`src/rtl/pi1_pkg.sv`:
```
// -----------------------------------------------------------------------------
// pi1_pkg
// Shared PI1 definitions: bus op encodings, the downconverter FSM state type,
// and a helper deriving a word-address width from a data width
// (bits - clog2(bytes per word)).
// -----------------------------------------------------------------------------
package pi1_pkg;

    localparam logic [1:0] PINOOP = 2'd0;
    localparam logic [1:0] PIWROP = 2'd1;
    localparam logic [1:0] PIRDOP = 2'd2;
    localparam logic [1:0] PIRWOP = 2'd3;

    typedef enum logic [1:0] {
        ST_IDLE  = 2'd0,
        ST_ISSUE = 2'd1,
        ST_DRAIN = 2'd2
    } dc_state_e;

    function automatic int pi1_addrbits(input int archbits);
        return archbits - $clog2(archbits / 8);
    endfunction

    localparam int DEF_MARCHBITSZ = 64;
    localparam int DEF_SARCHBITSZ = 32;
    localparam int DEF_MADDRBITSZ = DEF_MARCHBITSZ - $clog2(DEF_MARCHBITSZ / 8);
    localparam int DEF_SADDRBITSZ = DEF_SARCHBITSZ - $clog2(DEF_SARCHBITSZ / 8);

endpackage

```
`src/rtl/pi1_downconverter_nextbeat.sv`:
```
// -----------------------------------------------------------------------------
// pi1_downconverter_nextbeat
// Combinational search for the lowest byte-select slice with index >= i_start
// that has at least one select bit set.
//   i_sel    all byte selects, RATIO slices of SLICEW bits each
//   i_start  first slice index eligible (one bit wider so RATIO is expressible)
//   o_idx    index of the slice found (0 when none)
//   o_vld    a nonzero slice was found
// -----------------------------------------------------------------------------
module pi1_downconverter_nextbeat #(
    parameter  int RATIO  = 2,
    parameter  int SLICEW = 4,
    localparam int RB     = $clog2(RATIO)
) (
    input  logic [RATIO*SLICEW-1:0] i_sel,
    input  logic [RB:0]             i_start,
    output logic [RB-1:0]           o_idx,
    output logic                    o_vld
);

    // Scanning downward lets the lowest qualifying slice win.
    always_comb begin
        o_idx = '0;
        o_vld = 1'b0;
        for (int k = RATIO - 1; k >= 0; k--) begin
            if (((RB + 1)'(k) >= i_start) && (|i_sel[k*SLICEW +: SLICEW])) begin
                o_idx = RB'(k);
                o_vld = 1'b1;
            end
        end
    end

endmodule

```
`src/rtl/pi1_downconverter.sv`:
```
// -----------------------------------------------------------------------------
// pi1_downconverter
// Wide-to-narrow PI1 bridge. A master request is split into one slave beat per
// nonzero byte-select slice (ascending), read lanes are reassembled into a
// buffer and presented on m_pi1_data_o when the master is released.
//   clk_i / rst_ni      clock, asynchronous active-low reset
//   m_pi1_*             wide master port (op/addr/data/sel in, data/rdy out)
//   m_pi1_mapsz_o       slave map size rescaled to master words
//   s_pi1_*             narrow slave port (op/addr/data/sel out, data/rdy in)
// -----------------------------------------------------------------------------
module pi1_downconverter
    import pi1_pkg::*;
#(
    parameter  int MARCHBITSZ = 64,
    parameter  int SARCHBITSZ = 32,
    localparam int MADDRBITSZ = MARCHBITSZ - $clog2(MARCHBITSZ / 8),
    localparam int SADDRBITSZ = SARCHBITSZ - $clog2(SARCHBITSZ / 8)
) (
    input  logic                    clk_i,
    input  logic                    rst_ni,
    input  logic [1:0]              m_pi1_op_i,
    input  logic [MADDRBITSZ-1:0]   m_pi1_addr_i,
    input  logic [MARCHBITSZ-1:0]   m_pi1_data_i,
    output logic [MARCHBITSZ-1:0]   m_pi1_data_o,
    input  logic [MARCHBITSZ/8-1:0] m_pi1_sel_i,
    output logic                    m_pi1_rdy_o,
    output logic [MADDRBITSZ-1:0]   m_pi1_mapsz_o,
    output logic [1:0]              s_pi1_op_o,
    output logic [SADDRBITSZ-1:0]   s_pi1_addr_o,
    output logic [SARCHBITSZ-1:0]   s_pi1_data_o,
    input  logic [SARCHBITSZ-1:0]   s_pi1_data_i,
    output logic [SARCHBITSZ/8-1:0] s_pi1_sel_o,
    input  logic                    s_pi1_rdy_i,
    input  logic [SADDRBITSZ-1:0]   s_pi1_mapsz_i
);

    localparam int RATIO = MARCHBITSZ / SARCHBITSZ;
    localparam int RB    = $clog2(RATIO);
    localparam int SSELW = SARCHBITSZ / 8;

    dc_state_e                r_state;
    dc_state_e                w_state_nxt;
    logic [1:0]               r_op;
    logic [MADDRBITSZ-1:0]    r_addr;
    logic [MARCHBITSZ-1:0]    r_wdata;
    logic [MARCHBITSZ/8-1:0]  r_sel;
    logic [MARCHBITSZ-1:0]    r_buf;
    logic [MARCHBITSZ-1:0]    r_mdata;
    logic [RB-1:0]            r_beat;
    logic [RB-1:0]            r_prev;
    logic                     r_prev_vld;
    logic                     r_empty;

    logic                     w_idle;
    logic                     w_accept;
    logic [MARCHBITSZ/8-1:0]  w_nb_sel;
    logic [RB:0]              w_nb_start;
    logic [RB-1:0]            w_nb_idx;
    logic                     w_nb_vld;
    logic [MARCHBITSZ-1:0]    w_buf_cap;
    logic [SADDRBITSZ-1:0]    w_mapsz_shr;

    // r_empty marks the single busy cycle that follows a request with no
    // active slices, so the master sees one not-ready cycle.
    assign w_idle   = (r_state == ST_IDLE);
    assign w_accept = w_idle && !r_empty && (m_pi1_op_i != PINOOP);

    // One finder serves both the first-beat search on accept (master sel,
    // from slice 0) and the advance search while issuing (held sel).
    assign w_nb_sel   = w_idle ? m_pi1_sel_i : r_sel;
    assign w_nb_start = w_idle ? '0 : ({1'b0, r_beat} + (RB + 1)'(1));

    pi1_downconverter_nextbeat #(
        .RATIO  (RATIO),
        .SLICEW (SSELW)
    ) u_nextbeat (
        .i_sel   (w_nb_sel),
        .i_start (w_nb_start),
        .o_idx   (w_nb_idx),
        .o_vld   (w_nb_vld)
    );

    // The response on s_pi1_data_i belongs to the beat accepted previously.
    always_comb begin
        w_buf_cap = r_buf;
        if (r_prev_vld) begin
            w_buf_cap[r_prev*SARCHBITSZ +: SARCHBITSZ] = s_pi1_data_i;
        end
    end

    always_comb begin
        w_state_nxt = r_state;
        case (r_state)
            ST_IDLE:  if (w_accept && w_nb_vld) w_state_nxt = ST_ISSUE;
            ST_ISSUE: if (s_pi1_rdy_i && !w_nb_vld) w_state_nxt = ST_DRAIN;
            ST_DRAIN: if (s_pi1_rdy_i) w_state_nxt = ST_IDLE;
            default:  w_state_nxt = ST_IDLE;
        endcase
    end

    always_ff @(posedge clk_i or negedge rst_ni) begin
        if (!rst_ni) begin
            r_state    <= ST_IDLE;
            r_op       <= PINOOP;
            r_addr     <= '0;
            r_wdata    <= '0;
            r_sel      <= '0;
            r_buf      <= '0;
            r_mdata    <= '0;
            r_beat     <= '0;
            r_prev     <= '0;
            r_prev_vld <= 1'b0;
            r_empty    <= 1'b0;
        end else begin
            r_state <= w_state_nxt;
            case (r_state)
                ST_IDLE: begin
                    r_empty <= 1'b0;
                    if (w_accept) begin
                        r_op       <= m_pi1_op_i;
                        r_addr     <= m_pi1_addr_i;
                        r_wdata    <= m_pi1_data_i;
                        r_sel      <= m_pi1_sel_i;
                        r_buf      <= '0;
                        r_beat     <= w_nb_idx;
                        r_prev_vld <= 1'b0;
                        r_empty    <= !w_nb_vld;
                        if (!w_nb_vld && (m_pi1_op_i != PIWROP)) begin
                            r_mdata <= '0;
                        end
                    end
                end
                ST_ISSUE: begin
                    if (s_pi1_rdy_i) begin
                        r_buf      <= w_buf_cap;
                        r_prev     <= r_beat;
                        r_prev_vld <= 1'b1;
                        if (w_nb_vld) begin
                            r_beat <= w_nb_idx;
                        end
                    end
                end
                ST_DRAIN: begin
                    if (s_pi1_rdy_i) begin
                        r_buf      <= w_buf_cap;
                        r_prev_vld <= 1'b0;
                        // Writes still wait for the slave response but keep
                        // the previous read data visible to the master.
                        if (r_op != PIWROP) begin
                            r_mdata <= w_buf_cap;
                        end
                    end
                end
                default: ;
            endcase
        end
    end

    assign m_pi1_rdy_o  = w_idle && !r_empty;
    assign m_pi1_data_o = r_mdata;

    assign w_mapsz_shr   = s_pi1_mapsz_i >> RB;
    assign m_pi1_mapsz_o = MADDRBITSZ'(w_mapsz_shr);

    assign s_pi1_op_o   = (r_state == ST_ISSUE) ? r_op : PINOOP;
    assign s_pi1_addr_o = SADDRBITSZ'({r_addr, r_beat});
    assign s_pi1_data_o = r_wdata[r_beat*SARCHBITSZ +: SARCHBITSZ];
    assign s_pi1_sel_o  = r_sel[r_beat*SSELW +: SSELW];

endmodule

```
`config.mk`:
```
export PLATFORM = sky130hd
export DESIGN_NAME = pi1_downconverter
export DESIGN_NICKNAME = d
export VERILOG_FILES = /design/src/rtl/pi1_pkg.sv /design/src/rtl/pi1_downconverter_nextbeat.sv /design/src/rtl/pi1_downconverter.sv
export SDC_FILE = /design/constraint.sdc
export NUM_CORES = 1
export LEC_CHECK = 0
export CORE_MARGIN = 3
export CORE_UTILIZATION = 40
export DETAILED_ROUTE_END_ITERATION = 8
export PLACE_DENSITY = 0.7
export SLEW_MARGIN = 20
export SYNTH_ARGS = -nofsm -noshare
export SYNTH_HDL_FRONTEND = slang
export SYNTH_SLANG_ARGS = --single-unit
```
`constraint.sdc`:
```
create_clock -name clk_i -period 2.75 [get_ports clk_i]
set_input_delay 0.55 -clock clk_i [delete_from_list [all_inputs] [get_ports clk_i]]
set_output_delay 0.55 -clock clk_i [all_outputs]
set_load 0.01 [all_outputs]
```
# [After elaboration in Yosys (flattened, before gate mapping)]
# Index checks and enable logic that the tools add are counted.
[totals] reg_bits=237 output_inout_bits=194 in_bits=200 elab_cells=86
[classes] order_cmp=2 shift=4 n_mux=29 reduce_logical=25 addsub=2 eq_ne=13
[op_table] op="64-bit 2-to-1 mux" n=7
[op_table] op="64-bit one-hot mux with 2 select lines" n=2
[op_table] op="64-bit bitwise mux" n=1
[op_table] op="32-bit by 34-bit variable shift with 64-bit output, first input constant" n=1
[op_table] op="32-bit by 34-bit indexed part select with 64-bit output" n=1
[op_table] op="64-bit by 7-bit indexed part select with 32-bit output" n=1
[op_table] op="6-bit negator with 34-bit output" n=1
[op_table] op="2-bit by 1-bit != test with 1-bit output, second input constant" n=6
[op_table] op="1-bit 2-to-1 mux" n=10
[op_table] op="2-bit 2-to-1 mux" n=5
[op_table] op="2-bit != test, second input constant" n=5
[op_table] op="8-bit 2-to-1 mux" n=1
[op_table] op="4-bit AND reduction" n=2
[op_table] op="2-bit nonzero test" n=4
[op_table] op="4-bit OR reduction" n=2
[op_table] op="8-bit by 4-bit indexed part select with 4-bit output" n=1
[op_table] op="1-bit logical AND" n=7
[op_table] op="2-bit one-hot mux with 3 select lines" n=1
[op_table] op="3-bit AND reduction" n=2
[op_table] op="5-bit AND reduction" n=1
[op_table] op="1-bit by 2-bit >= comparator with 1-bit output, first input constant" n=2
[op_table] op="2-bit AND reduction" n=2
[op_table] op="1-bit one-hot mux with 3 select lines" n=1
[op_table] op="3-bit nonzero test" n=1
[op_table] op="7 further kinds" n=8

# [Depth between registers and ports, before layout]
# Gate-level depths: netlist (run 1).
[depth] depth_word=11 ltp_mapped=10 mapped_depth_nobuf=8

# [By module]
# A second synthesis (run 1) with hierarchy kept.
[unflattened] cells_unflattened=1161 hier_area_um2=11706.2
[by_module_without_submodules] mod="pi1_downconverter" seq_area_each_um2=5930.7 area_per_inst_um2=11663.7 cells_per_inst=1156 n_inst=1
[by_module_without_submodules] mod="pi1_downconverter_nextbeat" seq_area_each_um2=0.0 area_per_inst_um2=42.5 cells_per_inst=5 n_inst=1

# [Least setup slack after synthesis (run 1)]
# OpenSTA, ideal clock, no wires.
[synth_path] path_kind="flip-flop to flip-flop" startpoint="reg r_state[0]" endpoint="reg r_mdata[10], in the netlist m_pi1_data_o[10]" t_required_ns=2.626 setup_time_ns=0.124 setup_slack_ns=0.278 stages_incl_launch_ff=11 path_buffers=3 period_less_slack_ns=2.472 arrival_time_ns=2.348 path_cell_list="dfrtp_1 inv_1 ha_1 nor4_1 o21bai_1 or3_1 clkbuf_1 a211o_1 buf_6 buf_6 a211o_1"
[synth_between] elab_chain_len=10 word_cells_on_any_way=23 cone_classes="2 x order compare; 5 x eq/ne; 5 x mux; 11 x reduce/logical"
[synth_rtl] item="from (decl)" line_no="pi1_downconverter.sv:41" rtl="dc_state_e r_state;"
[synth_rtl] item="from (signal assigned)" line_no="pi1_downconverter.sv:115" rtl="r_state <= w_state_nxt;"
[synth_rtl] item="2-bit zero test" line_no="pi1_downconverter.sv:65, pi1_downconverter.sv:116"
[synth_rtl] item="2-bit 2-to-1 mux / 8-bit 2-to-1 mux (equally long branches)" line_no="pi1_downconverter.sv:71, pi1_downconverter.sv:70"
[synth_rtl] item="1-bit by 2-bit >= comparator with 1-bit output / 4-bit OR reduction (equally long branches)" line_no="pi1_downconverter_nextbeat.sv:26" rtl="if (((RB + 1)'(k) >= i_start) && (|i_sel[k*SLICEW +: SLICEW])) begin"
[synth_rtl] item="1-bit logical AND" line_no="pi1_downconverter_nextbeat.sv:26"
[synth_rtl] item="1-bit 2-to-1 mux (2 in a row)" line_no="pi1_downconverter_nextbeat.sv:26"
[synth_rtl] item="1-bit zero test" line_no="pi1_downconverter.sv:128" rtl="if (!w_nb_vld && (m_pi1_op_i != PIWROP)) begin"
[synth_rtl] item="1-bit logical AND" line_no="pi1_downconverter.sv:128"
[synth_rtl] item="2-bit by 1-bit != test with 1-bit output (no line)"
[synth_rtl] item="5-bit AND reduction (no line)"
[synth_rtl] item="to (signal assigned)" line_no="pi1_downconverter.sv:150" rtl="r_mdata <= w_buf_cap;"
[synth_rtl] item="to (decl)" line_no="pi1_downconverter.sv:48" rtl="logic [MARCHBITSZ-1:0] r_mdata;"
# Several ways; a longest one is shown, not always the timed one.
# A chain may end at the register's enable or synchronous reset.

# [Worst setup path after layout (run 1)]
[layout_path] startpoint="reg r_beat" endpoint="out s_pi1_data_o[14]"
[layout_between] elab_chain_len=1
[layout_rtl] item="from (decl)" line_no="pi1_downconverter.sv:49" rtl="logic [RB-1:0] r_beat;"
[layout_rtl] item="from (signal assigned)" line_no="pi1_downconverter.sv:125" rtl="r_beat <= w_nb_idx;"
[layout_rtl] item="from (signal assigned)" line_no="pi1_downconverter.sv:139" rtl="r_beat <= w_nb_idx;"
[layout_rtl] item="64-bit by 7-bit indexed part select with 32-bit output" line_no="pi1_downconverter.sv:167" rtl="assign s_pi1_data_o = r_wdata[r_beat*SARCHBITSZ +: SARCHBITSZ];"
[layout_rtl] item="to (decl)" line_no="pi1_downconverter.sv:30" rtl="output logic [SARCHBITSZ-1:0] s_pi1_data_o,"
# Every way passes these cells.

==> results of run 1 <==
-- power breakdown --
group	internal, mW	switching [mW]	leakage, nW
registers	4.84	0.839	3.05
logic	3.95	4.01	3.71
clock network	2.16	1.45	0.444
total	10.9	6.30	7.21
-- synth_stat cells, types with 2 or more instances --
library cell               instances
sky130_fd_sc_hd__clkbuf_1         88
sky130_fd_sc_hd__a211o_1          65
sky130_fd_sc_hd__buf_4            62
sky130_fd_sc_hd__a21oi_1           4
sky130_fd_sc_hd__a21boi_0          2
sky130_fd_sc_hd__nand3_1           3
sky130_fd_sc_hd__inv_1             6
sky130_fd_sc_hd__and3_1           64
sky130_fd_sc_hd__o21bai_1          2
sky130_fd_sc_hd__a21o_1            2
sky130_fd_sc_hd__mux2_2          138
sky130_fd_sc_hd__dfrtp_1         237
sky130_fd_sc_hd__a22o_1          128
sky130_fd_sc_hd__nand2b_1          4
sky130_fd_sc_hd__nor2b_1           2
sky130_fd_sc_hd__nor3_1           66
sky130_fd_sc_hd__ha_1              6
sky130_fd_sc_hd__nor4_1            2
sky130_fd_sc_hd__buf_6             7
sky130_fd_sc_hd__nand2_1          13
sky130_fd_sc_hd__a31oi_1          66
sky130_fd_sc_hd__nor2_1           70
sky130_fd_sc_hd__and2_1            4
-- cells by family after synthesis --
group / count (synthesis)
AO/OA/AOI/OAI: 275
other: 1
AND/OR/NAND/NOR: 233
adder cells (fa/ha/maj): 6
flip-flops: 237
buffers and inverters: 164
multiplexers: 138
-- layout make-up --
class                           count  area [um^2]  share of cell area
Timing Repair Buffer              298         3100               0.199
Clock inverter                     10          108             0.00689
Sequential cell                   237         5930               0.380
Clock buffer                       39          781              0.0500
Multi-Input combinational cell    684         5200               0.333
Inverter                            6         22.5             0.00144
Tap cell                          384          480              0.0307
-- sequential cells by signal (all words and copies together) (netlist names), 2 cells and up --
register      flops
r_addr           29
r_buf            64
r_op              2
r_wdata          64
r_sel             8
m_pi1_data_o     64
r_state           2
-- cells in the final DEF, fill, tap and decap left out, types with 4 or more instances in the layout --
master	synthesis	routed
sky130_fd_sc_hd__inv_1	6	5
sky130_fd_sc_hd__and2_1	4	4
sky130_fd_sc_hd__conb_1	1	32
sky130_fd_sc_hd__a31oi_1	66	66
sky130_fd_sc_hd__clkbuf_8	0	6
sky130_fd_sc_hd__buf_4	62	12
sky130_fd_sc_hd__a21oi_1	4	4
sky130_fd_sc_hd__buf_12	0	15
sky130_fd_sc_hd__a211o_1	65	64
sky130_fd_sc_hd__a22o_1	128	128
sky130_fd_sc_hd__clkbuf_16	0	27
sky130_fd_sc_hd__nor2_1	70	69
sky130_fd_sc_hd__dfrtp_1	237	237
sky130_fd_sc_hd__mux2_2	138	138
sky130_fd_sc_hd__nor3_1	66	64
sky130_fd_sc_hd__clkinv_2	0	6
sky130_fd_sc_hd__and3_1	64	64
sky130_fd_sc_hd__ha_1	6	4
sky130_fd_sc_hd__clkdlybuf4s50_1	0	268
sky130_fd_sc_hd__clkbuf_1	88	6
sky130_fd_sc_hd__nand2_1	13	12
-- worst min-delay path by stage --
stage	start	slack [ns]	end
after floorplan	rst_ni	0.25	m_pi1_data_o[0]
after global placement	r_empty	0.46	r_empty
after detailed placement	r_empty	0.47	r_empty
after CTS	r_empty	0.48	r_empty
after global routing	m_pi1_data_o[48]	0.51	m_pi1_data_o[48]
final	r_empty	0.48	r_empty
-- per-layer routing --
layer  up-vias  GRT usage  routed length, um  share of wire
met5         -          0                 13        0.00040
met4         2     0.0455                648          0.020
met3        63     0.0696               3450           0.11
met2       406      0.323              15100           0.46
met1      4572      0.268              13500           0.41
li1       4260          -                  -              -
-- stage by stage --
| step | cell area (um^2) | TNS (ns) |
|---|---|---|
| floorplan | 12000 | 0 |
| global placement | 14700 | -8.36 |
| detailed placement | 14700 | -9.68 |
| CTS | 15600 | 0 |
| global route | 15600 | 0 |
| finish | 15600 | 0 |
-- repair_timing --
action,CTS,global route
gates resized for setup,1,4
gates cloned,0,0
setup endpoints to repair,1,55
hold endpoints to repair,1,0
hold buffers,1,0
==> impl_summary.md, run 1 <==
Layout
The relative area change from synthesis to final layout is 31.9%. The number of antenna diodes in the final layout is 0. Once layout is complete, the utilization of the core stands at 0.540. In the final layout, the share of cells above drive strength 1 is 0.177. The layout has 2495 filler cells. The final standard cell count with taps included and fillers excluded is roughly 1700. The number of nets in the final layout is 1460.

Clock tree
After clock tree synthesis, the setup repair step added 0 buffers. The depth of the CTS H-tree is 1. The root buffer cell chosen for the clock tree is sky130_fd_sc_hd__clkbuf_16.

Clock tree synthesis found a total of about 240 sinks. TritonCTS built the clock tree. After clock tree synthesis, the clock-pin slew on the worst setup and hold paths is ~0.07 ns.

The insertion delay to the later sink of the worst-skew pair is roughly 0.54 ns. The buffer depth of the longest clock path is 3. The number of buffers created by CTS is 27.

Synth
Of all cell types, the one taking the most synthesized area is sky130_fd_sc_hd__dfrtp_1. The number of warnings printed during yosys synthesis is 0. Synthesis instantiated 36 different standard cells from the library.

The post-synthesis share of cell area spent on full adders, half adders and majority gates is 0.00633. The area fraction in compound gates after synthesis is 0.187. Of the total synthesized cell area, the portion taken by XOR and XNOR cells is 0.

Summing every instance area after synthesis gives 11900 um^2. By area the synthesized netlist is led by sky130_fd_sc_hd__dfrtp_1 (50%), sky130_fd_sc_hd__mux2_2 (13%), sky130_fd_sc_hd__a22o_1 (9.5%). In this run, synthesis produced a sequential element count of 237.

Of the post-synthesis cell area, the dominant cell type holds 0.500. Among all flip-flop cells after synthesis, the most frequent one is sky130_fd_sc_hd__dfrtp_1. Of the synthesized area, sequential elements account for 0.500.

Each instance of the synthesized netlist takes up on average about 11 um^2. The combinational family with the most area after synthesis is compound AO/OA/AOI/OAI gates. In this run, synthesis inferred 0 flip-flops with an integrated enable. Of all flip-flops after synthesis, the portion carrying an async set or reset was 1.00. After synthesis, the share of cell area in mux cells is 0.131. Of the total synthesized cell area, the portion taken by AND, OR, NAND and NOR gates is 0.0992. In the synthesized netlist, the number of instances is 1054.

Timing
The final worst clock skew is 0.0254 ns. The number of pins with negative max-slew slack in the final report is 0. The final hold violation count is 0.

The slew at the pin closest to its max-slew limit is 0.796 ns. Setup violations remaining at the end of the flow were counted as 0. The final hold slack is about 0.48 ns. For this run, the top clock speed supported by timing is approximately 380 MHz. Dividing the final minimum period by the clock period gives 0.956. The worst slew slack as a fraction of its limit is 0.470. The time the worst path needs with I/O delays and setup is about 2.6 ns.

Setup repair after global routing left no endpoint under its margin. In the post-route analysis, the smallest setup slack over all paths is approximately 0.12 ns.

Routing
The DRC marker count from the first detailed-route iteration is slightly below 800. The average detailed-routed wire length per instance is between 15 and 20 um. The sum of routed wire length over all layers is ~33000 um. The detail route stage leaves a number of antenna-violating nets equal to 0. The overall via count from detail_route is 9303.

The post-detailed-route via-to-cell ratio is approximately 5.6. The pre-antenna-repair detailed-routing pass consisted of 6 iterations. For this run, design rule violations remaining after detail routing come to 0.

Global route
The pin count of the biggest net entering global routing is 108. The total overflow reported by the global router is 0. The global-route total usage across every layer is 0.203. The number of global-route vias before repair is about 9400. The wire length of the first global-routing pass is 52300 um. The number of antenna violations at the first check in global routing is 1.

Placement
In this run the tool buffered the top-level ports with 270 buffer cells. Prior to clock tree synthesis, the placed netlist has a worst setup slack of -0.180 ns. The number of instances in the placed design is ~1600. The HPWL after detailed placement is 20800 um. At the end of routability-driven placement, the weighted congestion stood at ~0.79.

Die
The die covers about 32000 um^2. After floorplanning, the core was sized to cover 28900 um^2. The number of core rows is 62. Measured along the y axis, the die boundary spans between 150 and 200 um. The number of ports placed on the die boundary is ~400. The die extent in x is about 180 um.

The initial utilization of the core area, before any placement, comes to 0.410.

Power and ir drop
The power density relative to cell area is about 1100 nW/um^2. In this run the static leakage power is around 7.2 nW. The design draws ~17 mW. The peak supply drop is between 0.7 and 0.8 mV.

Critical path
The cell family contributing the most delay on the critical path is buffers and inverters. For the worst setup path, the data required time is about 2.2 ns. The depth of the worst register-to-register path is 8. The critical-path cell with the highest stage delay is sky130_fd_sc_hd__clkdlybuf4s50_1.

The critical path class is reg -> out. The biggest cell delay along the critical path is between 0.5 and 0.6 ns. In this run the number of cells on the critical path is 3.

The launch point of the worst path is r_beat. For the worst setup path, the data arrival time is between 2 and 2.5 ns. Traced cell by cell, the critical path runs through buf_12, mux2_2, clkdlybuf4s50_1.

The startpoint of the worst-slack reg-to-reg timing path is r_state[0]. The end of the critical path is s_pi1_data_o[14]. The highest net fanout along the worst path is 40. In this run the critical register-to-register path is captured at m_pi1_data_o[47]. STA classifies the critical path startpoint as a flip-flop. The register-to-register setup slack is 0.15 ns. The worst path buffer plus inverter count is 2. The worst setup path is captured at a primary output.

Hold path
Along the worst hold path, the cell count comes to 1. The path class of the tightest hold or removal check is reg -> reg.

Flow run
The max-cap check violation count is 0.

Run status
The flow ran to the end, and the final reports show no timing, DRC or antenna violations.
(Power assumes the default switching activity.)
==> run 2: changes to the inputs <==
--- a/config.mk
+++ b/config.mk
@@ -5,10 +5,12 @@
 export SDC_FILE = /design/constraint.sdc
 export NUM_CORES = 1
 export LEC_CHECK = 0
+export ABC_AREA = 1
+export CORE_ASPECT_RATIO = 1.2
 export CORE_MARGIN = 3
 export CORE_UTILIZATION = 40
 export DETAILED_ROUTE_END_ITERATION = 8
-export PLACE_DENSITY = 0.7
+export PLACE_DENSITY = 0.71
 export SLEW_MARGIN = 20
 export SYNTH_ARGS = -nofsm -noshare
 export SYNTH_HDL_FRONTEND = slang
==> run 2 against run 1 <==
Effect of this change:
- synthesized cell count is 27% higher
- non-clock buffer count decreased by 5
- critical path depth rose by 2
- register-to-register slack better by 0.21 ns
- design area down 5.1%
- critical path type unchanged
==> impl_summary.md, run 2 <==
Timing
The highest attainable clock frequency was 384 MHz (was 381 MHz). The time the worst path needs with I/O delays and setup is 2.61 ns (was 2.63 ns). The final hold violation count is 0 (unchanged). The slew at the pin closest to its max-slew limit came to 0.756 ns (was 0.796 ns). The final sum of negative setup slack came to 0 ns (unchanged).

The worst slew slack as a fraction of its limit is 0.496 (was 0.470). The final hold slack was 0.00751 ns (was 0.481 ns). The fraction of the cycle the final worst path needs came to 0.948 (was 0.956). The number of pins with negative max-slew slack in the final report is 0 (unchanged). RSZ-0062 raised after global routing: false (unchanged). The number of failing setup endpoints in the final timing report is 0 (unchanged). The final worst clock skew is 0.0166 ns (was 0.0254 ns).

Layout
The number of nets in the final layout was 1747 (was 1460). The relative area change from synthesis to final layout is 31.0% (was 31.9%). The share of the core filled with cells in the final layout is 0.539 (was 0.540). Commonest cells after routing, fill and taps aside: sky130_fd_sc_hd__nand2_1 (621), sky130_fd_sc_hd__clkdlybuf4s50_1 (268), sky130_fd_sc_hd__dfrtp_1 (237), sky130_fd_sc_hd__nor2_1 (81), sky130_fd_sc_hd__nand3_1 (67) (was sky130_fd_sc_hd__clkdlybuf4s50_1 (268), sky130_fd_sc_hd__dfrtp_1 (237), sky130_fd_sc_hd__mux2_2 (138), sky130_fd_sc_hd__a22o_1 (128), sky130_fd_sc_hd__nor2_1 (69)). The final standard cell count with taps included and fillers excluded was 1933 (was 1658). The number of fill cells in the layout is 2555 (was 2495). The fraction of final layout cells sized beyond drive strength 1 is 0.0532 (was 0.177). The total inserted antenna cells is 0 (unchanged).

The post-route standard cell area excluding fillers is 14800 um^2 (was 15600 um^2). The most common library cell in the layout ignoring fill and taps is sky130_fd_sc_hd__nand2_1 (was sky130_fd_sc_hd__clkdlybuf4s50_1).

Die
The die area was 30300 um^2 (was 31700 um^2). The number of ports placed on the die boundary is 394 (unchanged). The die height is 190 um (was 178 um). The die extent in x was 160 um (was 178 um). The core outline area is 27500 um^2 (was 28900 um^2). The number of core rows is 66 (was 62).

The effective utilization at floorplan is 0.411 (was 0.410).

Routing
The antenna violation net count after detailed routing is 0 (unchanged). The average detailed-routed wire length per instance was 15.4 um (was 19.7 um). The overall via count from detail_route is 9287 (was 9303). The number of optimization iterations in the first detailed-route pass is 5 (was 6). The DRC marker count from the first detailed-route iteration is 486 (was 790). The sum of routed wire length over all layers was 29900 um (was 32700 um). The post-detailed-route via-to-cell ratio is 4.80 (was 5.61). The total DRC errors in the routed layout came to 0 (unchanged).

Synth
The number of warnings printed during yosys synthesis is 0 (unchanged). Commonest cells in the synthesized netlist: sky130_fd_sc_hd__nand2_1 (624), sky130_fd_sc_hd__dfrtp_1 (237), sky130_fd_sc_hd__nor2_1 (81) (was sky130_fd_sc_hd__dfrtp_1 (237), sky130_fd_sc_hd__mux2_2 (138), sky130_fd_sc_hd__a22o_1 (128)). The number of distinct standard cells referenced by the synthesized netlist came to 26 (was 36). The sequential element share of the synthesized area is 0.524 (was 0.500).

The most frequent cell after synthesis is sky130_fd_sc_hd__nand2_1 (was sky130_fd_sc_hd__dfrtp_1). The area fraction in compound gates after synthesis was 0.0505 (was 0.187). The post-synthesis area per instance came to 8.47 um^2 (was 11.2 um^2).

The register bit total from synthesis came to 237 (unchanged). The gate count of the mapped netlist is 1336 (was 1054). The count of flip-flops with a built-in enable after synthesis is 0 (unchanged). The cell type with the highest aggregate area in the netlist is sky130_fd_sc_hd__dfrtp_1 (unchanged). The parity-gate share of the synthesized area counting xor and xnor cells is 0 (unchanged). The flip-flop cell with the highest count after synthesis is sky130_fd_sc_hd__dfrtp_1 (unchanged). The fraction of registers with async set/reset is 1.00 (unchanged). The post-synth design cell area is 11300 um^2 (was 11900 um^2). Synth area leaders: sky130_fd_sc_hd__dfrtp_1 (52%), sky130_fd_sc_hd__nand2_1 (21%), sky130_fd_sc_hd__mux2i_1 (5.7%) (was sky130_fd_sc_hd__dfrtp_1 (50%), sky130_fd_sc_hd__mux2_2 (13%), sky130_fd_sc_hd__a22o_1 (9.5%)). The post-synthesis simple-gate area fraction came to 0.270 (was 0.0992). The combinational family with the most area after synthesis is simple AND/OR/NAND/NOR gates (was compound AO/OA/AOI/OAI gates). The share of Yosys cell area claimed by the top area cell type came to 0.524 (was 0.500). The mux cell area share after synthesis is 0.0566 (was 0.131). The post-synthesis share of cell area spent on full adders, half adders and majority gates was 0.00663 (was 0.00633).

Run status
Run status: complete, no violations (unchanged).

Placement
The number of instances in the placed design came to 1887 (was 1608). The count of input and output buffers is 270 (unchanged). The HPWL after detailed placement is 19700 um (was 20800 um). The placed instance area is 14000 um^2 (was 14700 um^2). The global placer's final weighted congestion came to 0.785 (was 0.788).

Global route
The number of antenna violations at the first check in global routing was 1 (unchanged). The global-route total usage across every layer was 0.192 (was 0.203). The wire length of the first global-routing pass came to 48200 um (was 52300 um). The number of global-route vias before repair was 9241 (was 9442). The total overflow reported by the global router is 0 (unchanged). The pin count of the biggest net entering global routing is 102 (was 108).

Clock tree
The count of buffers added by post-CTS timing repair for setup came to 0 (unchanged). The clock root buffer is sky130_fd_sc_hd__clkbuf_16 (unchanged). The hold buffer count at CTS was 0 (was 1). The number of buffers created by CTS is 26 (was 27).

The TritonCTS clock tree is built (unchanged). The insertion delay to the later sink of the worst-skew pair came to 0.52 ns (was 0.54 ns). The depth of the CTS H-tree was 1 (unchanged). The clock input transition at the sequential cells of the worst setup and hold paths was 0.06 ns (was 0.07 ns). The clock sink count came to 237 (unchanged). The buffer depth of the longest clock path is 3 (unchanged).

Critical path
The required time of the critical path is 2.20 ns (about the same). The arrival time of data at the critical path endpoint was 2.06 ns (was 2.08 ns). The register-to-register setup slack is 0.36 ns (was 0.15 ns).

The highest net fanout along the worst path came to 19 (was 40). The critical path class is reg -> out (unchanged). The launching element type of the critical path is a flip-flop (unchanged). The depth of the worst register-to-register path was 12 (was 8).

The startpoint of the worst-slack reg-to-reg timing path is r_state[0] (unchanged). The end of the worst register-to-register path is r_buf[62] (was m_pi1_data_o[47]). The endpoint type of the worst setup path was a primary output (unchanged).

Hold path
The worst hold-check path type was in -> async (was reg -> reg).

Flow run
The max-cap check violation count is 0 (unchanged).

Power and ir drop
The static power due to leakage is 7.53 nW (was 7.21 nW). The power density relative to cell area is 1240 nW/um^2 (was 1100 nW/um^2). The peak supply drop is 0.876 mV (was 0.771 mV).
run 2: cell type report:
| class | count | area, um^2 | area share |
|---|---|---|---|
| clock buffers | 37 | 753 | 0.0508 |
| well taps | 374 | 468 | 0.0316 |
| inverters | 20 | 78.8 | 0.00532 |
| repair buffers | 293 | 3030 | 0.204 |
| flip-flops and latches | 237 | 5930 | 0.400 |
| clock inverters | 9 | 56.3 | 0.00380 |
| multi-input cells | 963 | 4510 | 0.304 |
run 2: how the worst max path moves through the flow:
stage                  startpoint               to  slack, ns  cells after the start
floorplan              r_state[0]        r_buf[29]       0.81                     14
global placement    m_pi1_op_i[0]       r_wdata[4]       0.36                      6
CTS                    r_state[0]      m_pi1_rdy_o       0.05                      5
finish                     r_beat  s_pi1_data_o[2]       0.14                      5
global route               r_beat  s_pi1_data_o[7]      0.002                      4
detailed placement  m_pi1_op_i[0]        r_buf[27]       0.35                      9
run 2: critical path, cell delays in order (launching register included):
cell and delay (ns):
sky130_fd_sc_hd__dfrtp_1 0.41, sky130_fd_sc_hd__clkinv_2 0.18, sky130_fd_sc_hd__buf_12 0.19, sky130_fd_sc_hd__nand2_1 0.10, sky130_fd_sc_hd__nand2_1 0.09, sky130_fd_sc_hd__clkdlybuf4s50_1 0.54
run 2: kinds of logic (layout without fill, tap and decap cells):
kind of cell    Yosys count  in the layout
compound gates           81             81
fa+ha+maj                 6              6
buf+inv                 167            359
flops                   237            237
mux                      64             64
other cells               1             32
simple gates            780            780
run 2: layer usage:
| metal | GRT usage | wire, um | vias to the layer above |
|---|---|---|---|
| li1 | - | - | 4549 |
| met5 | 0 | 13 | - |
| met4 | 0.0472 | 576 | 2 |
| met2 | 0.324 | 14100 | 341 |
| met1 | 0.236 | 12200 | 4352 |
| met3 | 0.0691 | 2980 | 43 |
run 2: power breakdown:
group          internal, mW  leakage (nW)  total (mW)  switching [mW]
Clock                  1.91         0.405        3.30            1.39
Sequential             5.05          3.10        5.91           0.865
Combinational          3.72          4.02        9.16            5.44
Total                  10.7          7.53        18.4            7.70
run 2: what timing repair did:
item                       4_1_cts  5_1_grt
setup endpoints to repair       18        3
resized for setup                4        4
pin swaps                        0        0
run 2: metrics by stage:
stage	power, mW	setup WS, ns
after global routing	19.8	0.00152
after detailed placement	15.1	0.346
after CTS	18.6	0.0506
final	18.4	0.144
after global placement	14.9	0.359
after floorplan	11.7	0.809
